===== src/rtl/stage_fq.sv =====
// rtl/stage_fq.sv - fetch queue between instruction fetch and decode
// Circular buffer of {pc, instr, misalign}; fullness tracked by count, not pointers.
module stage_fq #(
  parameter  int DEPTH = 4,
  localparam int PTR_W = $clog2(DEPTH)
) (
  input  logic             clk,
  input  logic             rst,
  input  logic             fq_flush,
  input  logic             in_valid,
  input  logic [63:0]      in_pc,
  input  logic [31:0]      in_instr,
  output logic             in_ready,
  output logic             out_valid,
  output logic [63:0]      out_pc,
  output logic [31:0]      out_instr,
  output logic             out_misalign,
  input  logic             out_ready,
  output logic [PTR_W:0]   fq_count
);

  localparam logic [PTR_W:0] DEPTH_C = (PTR_W+1)'(DEPTH);

  logic [63:0]      mem_pc    [DEPTH];
  logic [31:0]      mem_instr [DEPTH];
  logic             mem_mis   [DEPTH];
  logic [PTR_W-1:0] rd_ptr;
  logic [PTR_W-1:0] wr_ptr;
  logic [PTR_W:0]   count;
  logic             push;
  logic             pop;

  // in_ready depends on count only, so a full queue never passes a beat through
  assign in_ready  = (count < DEPTH_C);
  assign out_valid = (count != '0);
  assign fq_count  = count;
  assign push      = in_valid & in_ready & ~fq_flush;
  assign pop       = out_valid & out_ready & ~fq_flush;

  assign out_pc       = out_valid ? mem_pc[rd_ptr]    : '0;
  assign out_instr    = out_valid ? mem_instr[rd_ptr] : '0;
  assign out_misalign = out_valid ? mem_mis[rd_ptr]   : 1'b0;

  always_ff @(posedge clk) begin
    if (rst) begin
      rd_ptr <= '0;
      wr_ptr <= '0;
      count  <= '0;
      for (int i = 0; i < DEPTH; i++) begin
        mem_pc[i]    <= '0;
        mem_instr[i] <= '0;
        mem_mis[i]   <= 1'b0;
      end
    end else if (fq_flush) begin
      rd_ptr <= '0;
      wr_ptr <= '0;
      count  <= '0;
    end else begin
      if (push) begin
        mem_pc[wr_ptr]    <= in_pc;
        mem_instr[wr_ptr] <= in_instr;
        mem_mis[wr_ptr]   <= |in_pc[1:0];
        wr_ptr            <= wr_ptr + PTR_W'(1);
      end
      if (pop) begin
        rd_ptr <= rd_ptr + PTR_W'(1);
      end
      case ({push, pop})
        2'b10:   count <= count + (PTR_W+1)'(1);
        2'b01:   count <= count - (PTR_W+1)'(1);
        default: count <= count;
      endcase
    end
  end

endmodule


===== config.mk =====
export PLATFORM = sky130hd
export DESIGN_NAME = stage_fq
export DESIGN_NICKNAME = d
export VERILOG_FILES = /design/src/rtl/stage_fq.sv
export SDC_FILE = /design/constraint.sdc
export NUM_CORES = 1
export LEC_CHECK = 0
export ABC_AREA = 1
export CAP_MARGIN = 10
export CORE_UTILIZATION = 40
export CTS_CLUSTER_DIAMETER = 120
export DETAILED_ROUTE_END_ITERATION = 6
export PLACE_DENSITY_LB_ADDON = 0.15
export SLEW_MARGIN = 20
export SYNTH_ARGS = -nofsm -noshare
export SYNTH_HDL_FRONTEND = slang
export SYNTH_SLANG_ARGS = --single-unit

===== constraint.sdc =====
create_clock -name clk -period 12.75 [get_ports clk]
set_clock_uncertainty 0.1 [all_clocks]
set_input_delay 2.55 -clock clk [delete_from_list [all_inputs] [get_ports clk]]
set_output_delay 2.55 -clock clk [all_outputs]
set_load 0.05 [all_outputs]

==> impl_results.md <==
- Final hold vios: 0
- Peak supply drop: 0.0875 mV
- Number of global-route vias before repair: 12,500
- Cell type with the largest total area after synthesis: edfxtp_1
- Run status: finished, final reports clean
- Clk_lat worst skew: 0.55 ns
- Die width: 211 um
- Root Buffer: clkbuf_16
- Hold Crit Depth: 2
- Drt drc: 0
- Cell mode on critical path: nor2_1
- Router iterations before antenna repair: 5
- Synth-to-layout area growth: 21.3%
- Layout cells sized above 1: 0.0566
- Hold WS: 0.399 ns
- Hold_buf cts: 0
- Lkg Pwr: 8.31 nW
- Warnings from Yosys: 0
- Relative slew slack: 0.260
- Worst Setup End Kind: primary output
- Mapped Cells: 1,742
- Fin Setup TNS: 0 ns
- Critical Path Stages: 7
- Initial antenna violation count: 0
- Synthesized area per cell: 10.1 um^2
- Worst-Margin Slew: 1.11 ns
- Seq cells post-synth: 397
- # diodes: 0
- WL/cell: 18.9 um
- Synth top area cells: edfxtp_1 66%, nor2_1 15%, o21ai_0 5.7%, a21oi_1 2.9%, inv_1 2.4%
- Pwr per Cell Area: 137 nW/um^2
- Ys flop type: edfxtp_1
- Slowest library cell on the worst path: clkdlybuf4s50_1
- Cell Area, Synth: 17,500 um^2
- Crit Path Class: flip-flop to primary output
- Total power: 2.92 mW
- HP Class: flip-flop to flip-flop
- Required time of the critical path: 10.10 ns
- Critical Path Max Stage Delay: 0.87 ns
- Post-DP HPWL: 24,800 um
- Total Nets Final: 1,998
- Iteration-0 DRC Markers: 858
- CP Buf/Inv Count: 3
- Max Cap Violations: 0
- Post-synth net total: 1,845
- Total GRT Usage: 0.215
- Rows: 76
- Async set-reset flop share out of synthesis: 0
- Dpl ws: 6.33 ns
- Clk slew on worst S/H paths: 0.06 ns
- Die Area: 44,700 um^2
- First-pass GRT wire length: 72,500 um
- Fill cells: 4,086
- Number of port buffers: 202
- CTS tree: built
- CP top delay family: buffers and inverters
- H-Tree Depth: 2
- Post-DRT Antenna Nets: 0
- Routability congestion estimate: 0.715
- Die Span Y: 211 um
- Arr. time, crit path: 4.05 ns
- Highest routed layer: met4
- Final setup fails: 0
- CTS Buf Count: 43
- Max frequency: 149 MHz
- Seq/Total Area, Yosys: 0.674
- Setup crit start kind: flip-flop
- Top post-synthesis cells by count: 686 x nor2_1, 388 x edfxtp_1, 200 x o21ai_0
- CP Cell Sequence: buf_4 > buf_6 > nor2_1 > nor2_1 > o21ai_0 > a21oi_1 > clkdlybuf4s50_1
- Largest net degree at the start of global routing: 109
- Post-synth top area share: 0.664
- CP max FO: 104
- R2r setup slk: 9.38 ns
- Post-layout util: 0.493
- Starting Density: 0.406
- Synth cell types: 22
- Wire length on met3: 2530 um
- Clock sink count: 397
- # Post-CTS Setup Buffers: 0
- Core Region: 43,200 um^2
- RSZ-0062 raised after global routing: false
- Met2 wire length: 22,500 um
- GRT overflow: 0
- Final max-slew violation count: 0
- Vias/cell: 4.97
- Clock buffer depth: 3
- Vias post-DR: 12,500
- Most frequent cell after synthesis: nor2_1
- Final setup margin: 6.05 ns
- Final min period: 6.70 ns
- Post-synth EDFFs: 388
- Post-Route WL: 47,300 um
- R2R depth: 6
- Post-CTS Resized: 0
- Final period util: 0.526
- I/O pins: 203
- Metal-1 WL: 21,500 um
==> cell usage in the layout (no fill, tap or decap) <==
cell type / Yosys / routed
clkinv_2: 0 / 6
nor2_4: 1 / 1
dfxtp_4: 0 / 2
clkbuf_16: 0 / 45
nand3_4: 1 / 1
inv_1: 110 / 110
inv_4: 0 / 3
ha_1: 1 / 1
nor2_1: 686 / 686
fa_1: 1 / 1
nand2_4: 10 / 13
buf_12: 1 / 1
bufinv_16: 0 / 2
o21ai_0: 200 / 197
nand2_1: 99 / 96
edfxtp_1: 388 / 388
clkbuf_1: 58 / 11
clkinv_1: 0 / 12
nand2_2: 9 / 9
dfxtp_1: 9 / 7
o21ai_4: 0 / 3
inv_2: 6 / 2
buf_4: 14 / 16
clkdlybuf4s50_1: 0 / 202
a21oi_1: 102 / 102
nor2_2: 2 / 2
nand3_1: 3 / 3
buf_6: 1 / 3
==> worst reg2reg max path: stages (launching register included) <==
cell and delay, ns:
dfxtp_1 0.35, inv_2 0.12, nand3_4 0.15, nor2_4 0.76, nand2_1 0.31, nand2_4 0.46
buf_6 0.67
==> kinds of logic (layout without fill, tap and decap cells) <==
| logic type | Yosys count | after routing | synth area share |
|---|---|---|---|
| AO/OA/AOI/OAI | 302 | 302 | 0.0861 |
| flip-flops | 397 | 397 | 0.674 |
| adder cells (fa/ha/maj) | 2 | 2 | 0.00185 |
| buffers and inverters | 230 | 413 | 0.0570 |
| AND/OR/NAND/NOR | 811 | 811 | 0.181 |
==> stage by stage <==
stage | instance area, um^2 | cells
5_1_grt | 21300 | 2510
6_report | 21300 | 2510
2_1_floorplan | 17500 | 1742
4_1_cts | 21300 | 2510
3_3_place_gp | 20000 | 2434
3_5_place_dp | 20000 | 2435
==> registers in the layout, summed over array words and instances (netlist names), named ones only <==
signal	count
fq_count	3
mem_instr	128
mem_mis	4
mem_pc	256
rd_ptr	2
wr_ptr	2
==> where the power goes <==
| part | total, mW | switching, mW | leakage, nW | internal (mW) |
|---|---|---|---|---|
| logic | 0.236 | 0.163 | 3.59 | 0.0725 |
| clock network | 1.17 | 0.494 | 0.634 | 0.680 |
| registers | 1.51 | 0.0137 | 4.08 | 1.49 |
| total | 2.92 | 0.671 | 8.31 | 2.25 |
==> layout make-up <==
cell class	instances	area (um^2)	area share
multi-input combinational	1115	4770	0.224
timing repair buffer	222	2200	0.103
tap	585	732	0.0344
clock inverter	19	130	0.00611
inverter	116	444	0.0209
sequential	397	11800	0.556
clock buffer	56	1170	0.0549
==> final timing paths <==
path,startpoint,endpoint
worst min-delay path,rd_ptr[1],flip-flop
worst max-delay path,flip-flop,out_pc[63]
worst max register to register,fq_count[2],mem_pc[0][15]
worst min register to register,rd_ptr[1],flip-flop
==> per-layer routing <==
layer / GRT usage / up-vias
li1: - / 6050
met1: 0.290 / 6063
met2: 0.363 / 305
met3: 0.0338 / 58
met4: 0.0535 / 0
met5: 0 / -
(Power assumes the default switching activity.)
==> RTL edit, RTL diff (config.mk and constraints unchanged) <==
Change the parameter `DEPTH` from 4 to 2.
--- a/src/rtl/stage_fq.sv
+++ b/src/rtl/stage_fq.sv
@@ -3,3 +3,3 @@
 module stage_fq #(
-  parameter  int DEPTH = 4,
+  parameter  int DEPTH = 2,
   localparam int PTR_W = $clog2(DEPTH)
Interface: changed (resized fq_count); port bits go from 203 to 202. The function was not compared with the original's and may differ.
==> RTL edit against the unedited design <==
- area after synthesis shrank 50%
- final cell count shrank 47%
- power shrank 52%
- global-route usage shrank 2.9 points
- routed wire length shrank 57%
- design area shrank 46%
- synthesized cell count shrank 50%
- count of clock-buffer cells in the layout shrank 38
- sequential cell count shrank 198
- register-to-register slack gained 0.51 ns
- setup slack gained 0.46 ns
- sequential power shrank 50%
- first-iteration DRC count shrank 52%
- fmax grew 7.3%
- critical path type unchanged
- largest power group unchanged
==> RTL edit: results (changes against the unedited design) <==
[synthesis]
syn-num-nets=974  ; was 1845
synth_warnings=0  ; unchanged
synthTopCellsByCount=nand2_1, nor2_1, edfxtp_1  ; was nor2_1, edfxtp_1, o21ai_0
synth-main-ff-cell=edfxtp_1  ; unchanged
async_reset_ff_frac=0  ; unchanged
yosysSeqAreaShare=0.6797  ; was 0.6743
synthTopCellsByArea=edfxtp_1, nand2_1, nor2_1  ; was edfxtp_1, nor2_1, o21ai_0
yosysUniqueCellTypes=18  ; was 22
synth_edf_count=194  ; was 388
yosys.cell_count.top_type=nand2_1  ; was nor2_1

[pwr]
vdd_drop_max_mv=0.08922  ; was 0.08750 mV
internal_power_mw=1.055  ; was 2.245 mW
power_leakage_nw=4.557  ; was 8.306 nW

[critical_path]
max_stage_delay_ns=0.85  ; was 0.87 ns
crit_fanout=64  ; was 104
worstPathArrival_ns=3.60  ; was 4.05 ns
cpMaxStageDelayCell=clkdlybuf4s50_1  ; unchanged
ff2ff_path_depth=6  ; unchanged

[hold_path]
hold_depth=2  ; unchanged
hp-class=register to register  ; unchanged

[placement]
dp_hpwl_microns=11940  ; was 24790 microns
port_buffers=201  ; was 202
gp_congestion=0.7354  ; was 0.7152

[grt]
grt_pass1_vias=5936  ; was 12510
grt_pass1_wl_microns=31320  ; was 72510 microns
track_usage=0.1864  ; was 0.2151
grt_max_degree=99  ; was 109
antenna_found_initial=0  ; unchanged

[routing]
firstDrtPassIters=5  ; unchanged
via_per_inst=4.711  ; was 4.971
routed_wl_microns=20500  ; was 47320 microns
drt_iter0_markers=414  ; was 858

[cts]
cts_root_buffer=clkbuf_16  ; unchanged
cts_buffers=17  ; was 43
cts_setup_buffers=0  ; unchanged
htreeDepth=4  ; was 2
hold_buffers=0  ; unchanged
clock_path_buffers=2  ; was 3
clk_latency_ns=0.43  ; was 0.55 ns
cts-resized-gates=0  ; unchanged
clk_pin_slew_ns=0.07

[timing]
relSlewSlack=0.3728  ; was 0.2603

[cells_and_area]
final_layout_size_suffix_gt1_frac=0.05461  ; was 0.05662
largestRegisters=mem_pc: 128 flops, mem_instr: 64 flops  ; was mem_pc: 256 flops, mem_instr: 128 flops, mem_mis: 4 flops
final_net_count=1151  ; was 1998
diodes=0  ; unchanged

[run_status]
outcome=finished clean  ; unchanged

## RTL edit: cell types whose count changed after synthesis, moves of 6 or more
cell      delta
nor2_1     -489
o21ai_0    -200
edfxtp_1   -194
nand2_1    +105
clkbuf_1    -40
buf_4       -14
buf_2       -13
nand2_4     -10
inv_1        -8
nand2_2      -8
nor2_2       +8
buf_6        +6
## RTL edit: through the flow
stage	power (mW)	instance area [sq um]	utilization	cells	setup WS, ns
finish	1.392	11470	0.5407	1337	6.504
CTS	1.402	11430	0.5384	1335	5.987
global route	1.439	11470	0.5407	1337	6.301
floorplan	0.8444	8718	-	872	6.930
detailed placement	0.9058	10880	0.5127	1303	6.456
global placement	0.9048	10880	0.5127	1303	6.467
## RTL edit: kinds of logic after synthesis
group,count (synthesis),share of synthesized area
AO/OA/AOI/OAI,98,0.05626
buffers and inverters,156,0.07692
adder cells (fa/ha/maj),1,0.001435
XOR/XNOR,1,0.001005
flip-flops,199,0.6797
AND/OR/NAND/NOR,417,0.1847
## RTL edit: layer usage
layer / wire [microns] / vias to the layer above / track usage
met4: 274 / 0 / 0.05459
met2: 9702 / 191 / 0.2905
li1: - / 3133 / -
met1: 9222 / 2955 / 0.2631
met3: 1295 / 20 / 0.03659
met5: 0 / - / 0
## RTL edit: path summary, 6_finish.rpt
| kind | from | to | slack [ns] |
|---|---|---|---|
| setup reg to reg | fq_count[1]$_SDFFE_PP0P_ | mem_pc[0][3]$_SDFFCE_PN0P_ | 9.89 |
| hold reg to reg | rd_ptr$_SDFFE_PP0P_ | rd_ptr$_SDFFE_PP0P_ | 0.40 |
| hold / removal | rd_ptr$_SDFFE_PP0P_ | rd_ptr$_SDFFE_PP0P_ | 0.40 |
| setup / recovery | register | out_instr[15] | 6.50 |
## RTL edit: final cells by class
cell class              count  area (sq um)
inverters                 105         395.4
flip-flops and latches    199          5929
clock buffers              18         429.2
clock inverters            14         116.4
fillers                  1963          9747
multi-input cells         517          2155
repair buffers            209          2105
well taps                 275         344.1
## RTL edit: power groups by stage
stage	Clock (mW)	Sequential, mW	Combinational (mW)
finish	0.502	0.757	0.133
global placement	0	0.773	0.132
floorplan	0	0.773	0.0717
detailed placement	0	0.773	0.133
global route	0.534	0.760	0.145
CTS	0.510	0.758	0.133
## RTL edit: critical path, delay by kind of cell, from the launching register on
family                 cells  cell delay (ns)
AOI/OAI and AO/OA          1             0.25
buffers and inverters      4             2.24
DFF                        1             0.49
and+or+nand+nor            1             0.10
